===== src/rtl/alu_arbiter.sv =====
// Two-requester front end for a shared ALU: accepts one op, runs it, holds a registered response.
// Define ALU_ARB_ROUND_ROBIN_EN for round-robin arbitration; otherwise requester 0 has fixed priority.
module alu_arbiter #(
    parameter int unsigned XLEN       = 32,
    parameter int unsigned MULDIV_LAT = 4
) (
    input  logic            clk_i,
    input  logic            rst_i,
    input  logic            req0_valid_i,
    input  logic            req1_valid_i,
    output logic            req0_ready_o,
    output logic            req1_ready_o,
    input  logic [XLEN-1:0] req0_a_i,
    input  logic [XLEN-1:0] req0_b_i,
    input  logic [XLEN-1:0] req1_a_i,
    input  logic [XLEN-1:0] req1_b_i,
    input  logic [3:0]      req0_op_i,
    input  logic [3:0]      req1_op_i,
    output logic [XLEN-1:0] alu_in1_o,
    output logic [XLEN-1:0] alu_in2_o,
    output logic [3:0]      alu_op_o,
    input  logic [XLEN-1:0] alu_out_i,
    input  logic            alu_zero_i,
    input  logic            alu_neg_i,
    output logic            rsp_valid_o,
    input  logic            rsp_ready_i,
    output logic            rsp_id_o,
    output logic [XLEN-1:0] rsp_data_o,
    output logic            rsp_zero_o,
    output logic            rsp_neg_o
);

    typedef enum logic [1:0] {StIdle, StExec, StResp} state_e;

    localparam logic [3:0] OpMult     = 4'd12;
    localparam logic [3:0] OpDiv      = 4'd13;
    localparam logic [3:0] MulDivLoad = 4'(MULDIV_LAT - 1);

    state_e            state_q, state_d;
    logic [3:0]        cnt_q, cnt_d;
    logic [XLEN-1:0]   a_q, a_d, b_q, b_d;
    logic [3:0]        op_q, op_d;
    logic              id_q, id_d;
    logic [XLEN-1:0]   rsp_data_q, rsp_data_d;
    logic              rsp_zero_q, rsp_zero_d, rsp_neg_q, rsp_neg_d, rsp_id_q, rsp_id_d;
    logic              grant0, grant1, accept;
    logic [3:0]        sel_op;

`ifdef ALU_ARB_ROUND_ROBIN_EN
    logic ptr_q, ptr_d;

    always_comb begin
        if (req0_valid_i && req1_valid_i) begin
            grant0 = ~ptr_q;
            grant1 = ptr_q;
        end else begin
            grant0 = req0_valid_i;
            grant1 = req1_valid_i;
        end
    end

    // Point at the requester that lost this acceptance.
    assign ptr_d = accept ? grant0 : ptr_q;

    always_ff @(posedge clk_i or posedge rst_i) begin
        if (rst_i) ptr_q <= 1'b0;
        else       ptr_q <= ptr_d;
    end
`else
    assign grant0 = req0_valid_i;
    assign grant1 = req1_valid_i & ~req0_valid_i;
`endif

    // Ready is masked while reset is held so nothing looks accepted during reset.
    assign accept       = (state_q == StIdle) && !rst_i && (grant0 || grant1);
    assign req0_ready_o = (state_q == StIdle) && !rst_i && grant0;
    assign req1_ready_o = (state_q == StIdle) && !rst_i && grant1;
    assign sel_op       = grant0 ? req0_op_i : req1_op_i;

    always_comb begin
        state_d    = state_q;
        cnt_d      = cnt_q;
        a_d        = a_q;
        b_d        = b_q;
        op_d       = op_q;
        id_d       = id_q;
        rsp_data_d = rsp_data_q;
        rsp_zero_d = rsp_zero_q;
        rsp_neg_d  = rsp_neg_q;
        rsp_id_d   = rsp_id_q;
        unique case (state_q)
            StIdle: begin
                if (accept) begin
                    a_d     = grant0 ? req0_a_i : req1_a_i;
                    b_d     = grant0 ? req0_b_i : req1_b_i;
                    op_d    = sel_op;
                    id_d    = grant1;
                    cnt_d   = (sel_op == OpMult || sel_op == OpDiv) ? MulDivLoad : 4'd0;
                    state_d = StExec;
                end
            end
            StExec: begin
                if (cnt_q == 4'd0) begin
                    rsp_data_d = alu_out_i;
                    rsp_zero_d = alu_zero_i;
                    rsp_neg_d  = alu_neg_i;
                    rsp_id_d   = id_q;
                    state_d    = StResp;
                end else begin
                    cnt_d = cnt_q - 4'd1;
                end
            end
            StResp: begin
                if (rsp_ready_i) state_d = StIdle;
            end
            default: state_d = StIdle;
        endcase
    end

    always_ff @(posedge clk_i or posedge rst_i) begin
        if (rst_i) begin
            state_q    <= StIdle;
            cnt_q      <= 4'd0;
            a_q        <= '0;
            b_q        <= '0;
            op_q       <= 4'd0;
            id_q       <= 1'b0;
            rsp_data_q <= '0;
            rsp_zero_q <= 1'b0;
            rsp_neg_q  <= 1'b0;
            rsp_id_q   <= 1'b0;
        end else begin
            state_q    <= state_d;
            cnt_q      <= cnt_d;
            a_q        <= a_d;
            b_q        <= b_d;
            op_q       <= op_d;
            id_q       <= id_d;
            rsp_data_q <= rsp_data_d;
            rsp_zero_q <= rsp_zero_d;
            rsp_neg_q  <= rsp_neg_d;
            rsp_id_q   <= rsp_id_d;
        end
    end

    assign alu_in1_o   = a_q;
    assign alu_in2_o   = b_q;
    assign alu_op_o    = (state_q == StIdle) ? 4'd0 : op_q;
    assign rsp_valid_o = (state_q == StResp);
    assign rsp_id_o    = rsp_id_q;
    assign rsp_data_o  = rsp_data_q;
    assign rsp_zero_o  = rsp_zero_q;
    assign rsp_neg_o   = rsp_neg_q;

endmodule


===== config.mk =====
export PLATFORM = sky130hd
export DESIGN_NAME = alu_arbiter
export DESIGN_NICKNAME = d
export VERILOG_FILES = /design/src/rtl/alu_arbiter.sv
export SDC_FILE = /design/constraint.sdc
export NUM_CORES = 1
export LEC_CHECK = 0
export CORE_ASPECT_RATIO = 2
export CORE_UTILIZATION = 39
export DETAILED_ROUTE_END_ITERATION = 10
export PLACE_DENSITY = 0.79
export SETUP_SLACK_MARGIN = 0.15
export SYNTH_ARGS = -nofsm -noshare
export SYNTH_HDL_FRONTEND = slang
export SYNTH_SLANG_ARGS = --single-unit

===== constraint.sdc =====
create_clock -name clk_i -period 4.2 [get_ports clk_i]
set_input_delay 0.63 -clock clk_i [delete_from_list [all_inputs] [get_ports clk_i]]
set_output_delay 0.63 -clock clk_i [all_outputs]
set_load 0.03 [all_outputs]

**Word level (Yosys, flattened, before mapping)**

Index checks and enable logic that the tools add are counted.

- Register bits: 110
- Input bits: 175
- Output and inout port bits: 106
- Logic and storage cells: 47

- Add/sub/neg operators: 1
- Equality and inequality tests: 8
- Muxes and demuxes: 12
- Bitwise logic cells: 2
- Reductions and logical operators: 14

Operators by type and width:

| operator | number |
|---|---|
| $mux W32 | 2 |
| $mux W4 | 4 |
| $eq A4 B4 Y1 const B | 2 |
| $mux W2 | 4 |
| $pmux W4 S2 | 1 |
| $ne A2 B2 Y1 const B | 3 |
| $pmux W2 S3 | 1 |
| $reduce_and A3 Y1 | 2 |
| $logic_and A1 B1 Y1 | 4 |
| $logic_not A4 Y1 | 1 |
| $reduce_and A2 Y1 | 2 |
| $sub A4 B1 Y4 const B | 1 |
| $eq A2 B1 Y1 const B | 1 |
| $eq A2 B2 Y1 const B | 1 |
| $logic_not A2 Y1 | 1 |
| $logic_or A1 B1 Y1 | 2 |
| $ne A2 B1 Y1 const B | 1 |
| $reduce_bool A2 Y1 | 1 |
| $and A1 B1 Y1 | 1 |
| $logic_not A1 Y1 | 1 |
| $not A1 Y1 | 1 |

**Longest topological paths before layout**

- Depth after elaboration: 6
- Mapped depth: 6
- Mapped depth without buffers: 6

**Worst setup path after synthesis**

No wires, ideal clock.

- Path kind: input -> output
- Start: input port req0_valid_i
- End: output port req1_ready_o
- Arrival: 1.405 ns
- Required time: 3.570 ns
- Setup slack: 2.165 ns
- Stages on the path: 3
- Path buffers: 2
- Cells stage by stage: buf_2 > buf_2 > nor2_1

- Longest elaborated chain between the ends: 3

Ends and longest elaborated chain:

| what | RTL line | text |
|---|---|---|
| start: declaration | 9 | `input logic req0_valid_i,` |
| $not A1 Y1 | 71 | `assign grant1 = req1_valid_i & ~req0_valid_i;` |
| $and A1 B1 Y1 | 71 |  |
| $logic_and A1 B1 Y1 | 77 | `assign req1_ready_o = (state_q == StIdle) && !rst_i && grant1;` |
| end: declaration | 12 | `output logic req1_ready_o,` |

Every way passes these cells.

**Worst setup path in the final report**

- Start: input port rst_i
- End: output port req1_ready_o

- Longest elaborated chain between the ends: 3

Ends and longest elaborated chain:

| what | RTL line | text |
|---|---|---|
| start: declaration | 8 | `input logic rst_i,` |
| $logic_not A1 Y1 (no line) | -- |  |
| $logic_and A1 B1 Y1 (2 in series) | 77 |  |

Every way passes these cells.

==> flow_metrics.py <==
metrics = {
    "floorplan": {
        "die_x_um": 83.6,
        "pin_count": 281,
        "fp-row-count": 59,
        "die_h_um": 165,
        "die_area_um2": 13800,
        "start_util_pct": 39.9,
        "core_area_um2": 13000,
    },
    "detailed_routing": {
        "drt-vias-per-instance": 4.89,
        "ant_nets": 0,
        "dr.first_iter.drc_count": 109,
        "dr_total_vias": 4145,
        "drc": 0,
        "drt-total-wl_um": 14900,
        "avgRoutedWirePerCell_um": 17.6,
        "firstDrtPassIters": 4,
    },
    "layout": {
        "synthToLayoutAreaGrowth_pct": 59.5,
        "antennaDiodeCount": 0,
        "fin_nets": 868,
        "layout-drive-gt1-share_pct": 16.4,
    },
    "pwr": {
        "clockPowerShare_pct": 13.4,
        "power_frac_comb_pct": 56.2,
        "p_seq_share_pct": 30.4,
        "power.switching_mw": 2.61,
        "power.total_mw": 6.16,
        "leakage_nw": 3.47,
        "cellPowerDensity_nw_per_um2": 744,
        "swShare_pct": 42.4,
        "ir_drop_v": 0.000565,
        "intPower_mw": 3.55,
    },
    "yosys": {
        "synth_common_cells": "dfrtp_1 (110), nor2_1 (76), mux2i_1 (69)",
        "synthSimpleGateAreaFrac_pct": 8.29,
        "synth_top_area_share_pct": 53.0,
        "yosys_warnings": 0,
        "syn_area_um2": 5190,
        "synth_xor_area_share_pct": 0,
        "syn_avg_cell_area_um2": 12.3,
        "synthAdderAreaFrac_pct": 0.482,
        "muxShareOfSynthArea_pct": 21.4,
        "yosysSeqAreaShare_pct": 53.0,
        "synth_compound_area_share_pct": 11.5,
        "synthTopCellsByArea": "dfrtp_1 (53%), mux2i_1 (13%), a21oi_2 (8.4%)",
        "synth.most_common_cell": "dfrtp_1",
        "syn-num-nets": 598,
        "yosys_most_used_dff": "dfrtp_1",
        "synth.distinct_cells": 34,
        "ys_async_sr_fraction_pct": 100,
        "synth_top_area_cell": "dfrtp_1",
        "synth_edf_count": 0,
        "synth_top_family_by_area": "multiplexers",
        "ys_seq_elements": 110,
        "synth_cells": 421,
    },
    "setup_path": {
        "rr_worst_depth": 5,
        "crit_path_start_kind": "input pin",
        "critPathTopFamily": "buffers and inverters",
        "cpMostUsedCell": "clkdlybuf4s50_1",
        "crit_path_max_incr_delay_ns": 0.70,
        "reg2reg_to": "alu_in1_o[15]",
        "crit_type": "in2out",
        "regToRegSetupSlack_ns": 2.18,
        "setup.worst_path.end_class": "output pin",
        "startpoint": "rst_i",
        "crit_slowest_cell": "clkdlybuf4s50_1",
        "worst-path-buf-inv": 2,
        "arrival_ns": 2.28,
        "worstReg2RegStart": "state_q[0]",
        "worst_ep_required_time_ns": 3.57,
        "crit_chain": "clkdlybuf4s50_1 > nor3_2 > nand2_1 > nor2_1 > clkdlybuf4s50_1",
        "path_max_fanout": 4,
    },
    "timing": {
        "skew_ns": 0.00817,
        "period_share_pct": 69.2,
        "slew_headroom_pct": 57.0,
        "rsz0062_at_grt": "no",
        "drv_slew": 0,
        "setup_tns_ns": 0,
        "fmax_mhz": 344,
        "period_needed_ns": 2.91,
        "hold_violations": 0,
        "finalSetupViolCount": 0,
        "worst_slew_pin_slew_ns": 0.645,
    },
    "global_route": {
        "grt.overflow.total": 0,
        "antenna_found_initial": 0,
        "grt_pass1_vias": 4342,
        "grt_max_degree": 69,
        "grt_usage_pct": 21.2,
        "grt_first_pass_wirelength_um": 22700,
    },
    "clock_network": {
        "htree_levels": 3,
        "holdBufCountCts": 0,
        "cts.sinks": 110,
        "cts_buffer_depth": 2,
        "cts_root_buffer": "clkbuf_16",
        "cts_resized": 0,
        "cts_tree": "done",
        "cts_setup_buffers": 0,
        "cts_buffers": 9,
        "clkLatencyLatePin_ns": 0.34,
        "path_clk_slew_ns": 0.08,
    },
    "job": {
        "drv_cap": 0,
    },
    "worst_hold_path": {
        "hold_class": "reg2reg",
        "hold_start": "rsp_data_o[23]",
        "whs_path_depth": 1,
        "holdPathEnd": "rsp_data_o[23]",
    },
    "place": {
        "post-dp-hpwl_um": 11900,
        "gp_congestion": 0.896,
        "numPortBuffers": 280,
    },
    "outcome": {
        "status": "finished, final reports clean",
    },
}
-- placed cells by master (no fill, tap or decap), types with 2 or more instances in the layout --
cell,count
inv_1,4
mux2_2,28
dfrtp_1,110
ha_1,2
mux2i_1,69
inv_8,2
clkbuf_16,9
mux2_4,7
a21oi_2,50
nor2b_1,5
nand2_1,4
buf_4,5
nor2_1,76
a21oi_1,20
o21ai_1,2
clkdlybuf4s50_1,279
-- cell families (layout without fill, tap and decap cells) --
logic type | after synthesis | count (layout)
flip-flops | 110 | 110
multiplexers | 104 | 104
AND/OR/NAND/NOR | 96 | 96
AO/OA/AOI/OAI | 78 | 78
buffers and inverters | 31 | 306
adder cells (fa/ha/maj) | 2 | 2
-- registers in the layout, summed over array words and instances, names as in the netlist, 2 cells and up --
name        flops
alu_in1_o      32
alu_in2_o      32
rsp_data_o     32
cnt_q           4
op_q            4
state_q         2
-- layout make-up --
cell class              count  area (µm²)
clock buffers              10         239
clock inverters             6        52.6
fillers                  1044        4710
inverters                   5        21.3
multi-input cells         280        2170
flip-flops and latches    110        2750
well taps                 152         190
repair buffers            285        2850
-- metrics by stage --
stage                     area [µm²]  hold WS, ns  worst slack, ns  utilization, %  instances
final                           8280        0.510             1.29            63.7        848
after global routing            8280        0.520             1.22            63.7        848
after CTS                       8280        0.511             1.32            63.7        848
after detailed placement        7990        0.494             1.32            61.5        832
after global placement          7990        0.486             1.34            61.5        832
after floorplan                 5190        0.459            0.668               -        421
-- routing by layer --
metal  share of wire [%]  up-vias  track usage (%)
li1                    -     1983                -
met1                  35     1977             22.1
met2                  57      157             40.6
met3                 4.6       28             4.42
met4                 3.3        0             8.94
met5                   0        -                0
-- how the worst max path moves through the flow --
stage | to | slack [ns] | cells after the start
final | req1_ready_o | 1.29 | 5
after detailed placement | req1_ready_o | 1.32 | 5
after CTS | req1_ready_o | 1.32 | 5
after global routing | req1_ready_o | 1.22 | 5
after floorplan | alu_in1_o[0] | 0.67 | 1
after global placement | req1_ready_o | 1.34 | 5
-- power by group through the flow --
stage	Combinational, mW	Clock [mW]	Sequential [mW]
after floorplan	1.18	0	2.81
after global placement	3.42	0	1.86
after detailed placement	3.49	0	1.89
after CTS	3.50	0.854	1.87
after global routing	3.65	0.891	1.93
final	3.46	0.823	1.87
(Power assumes the default switching activity.)
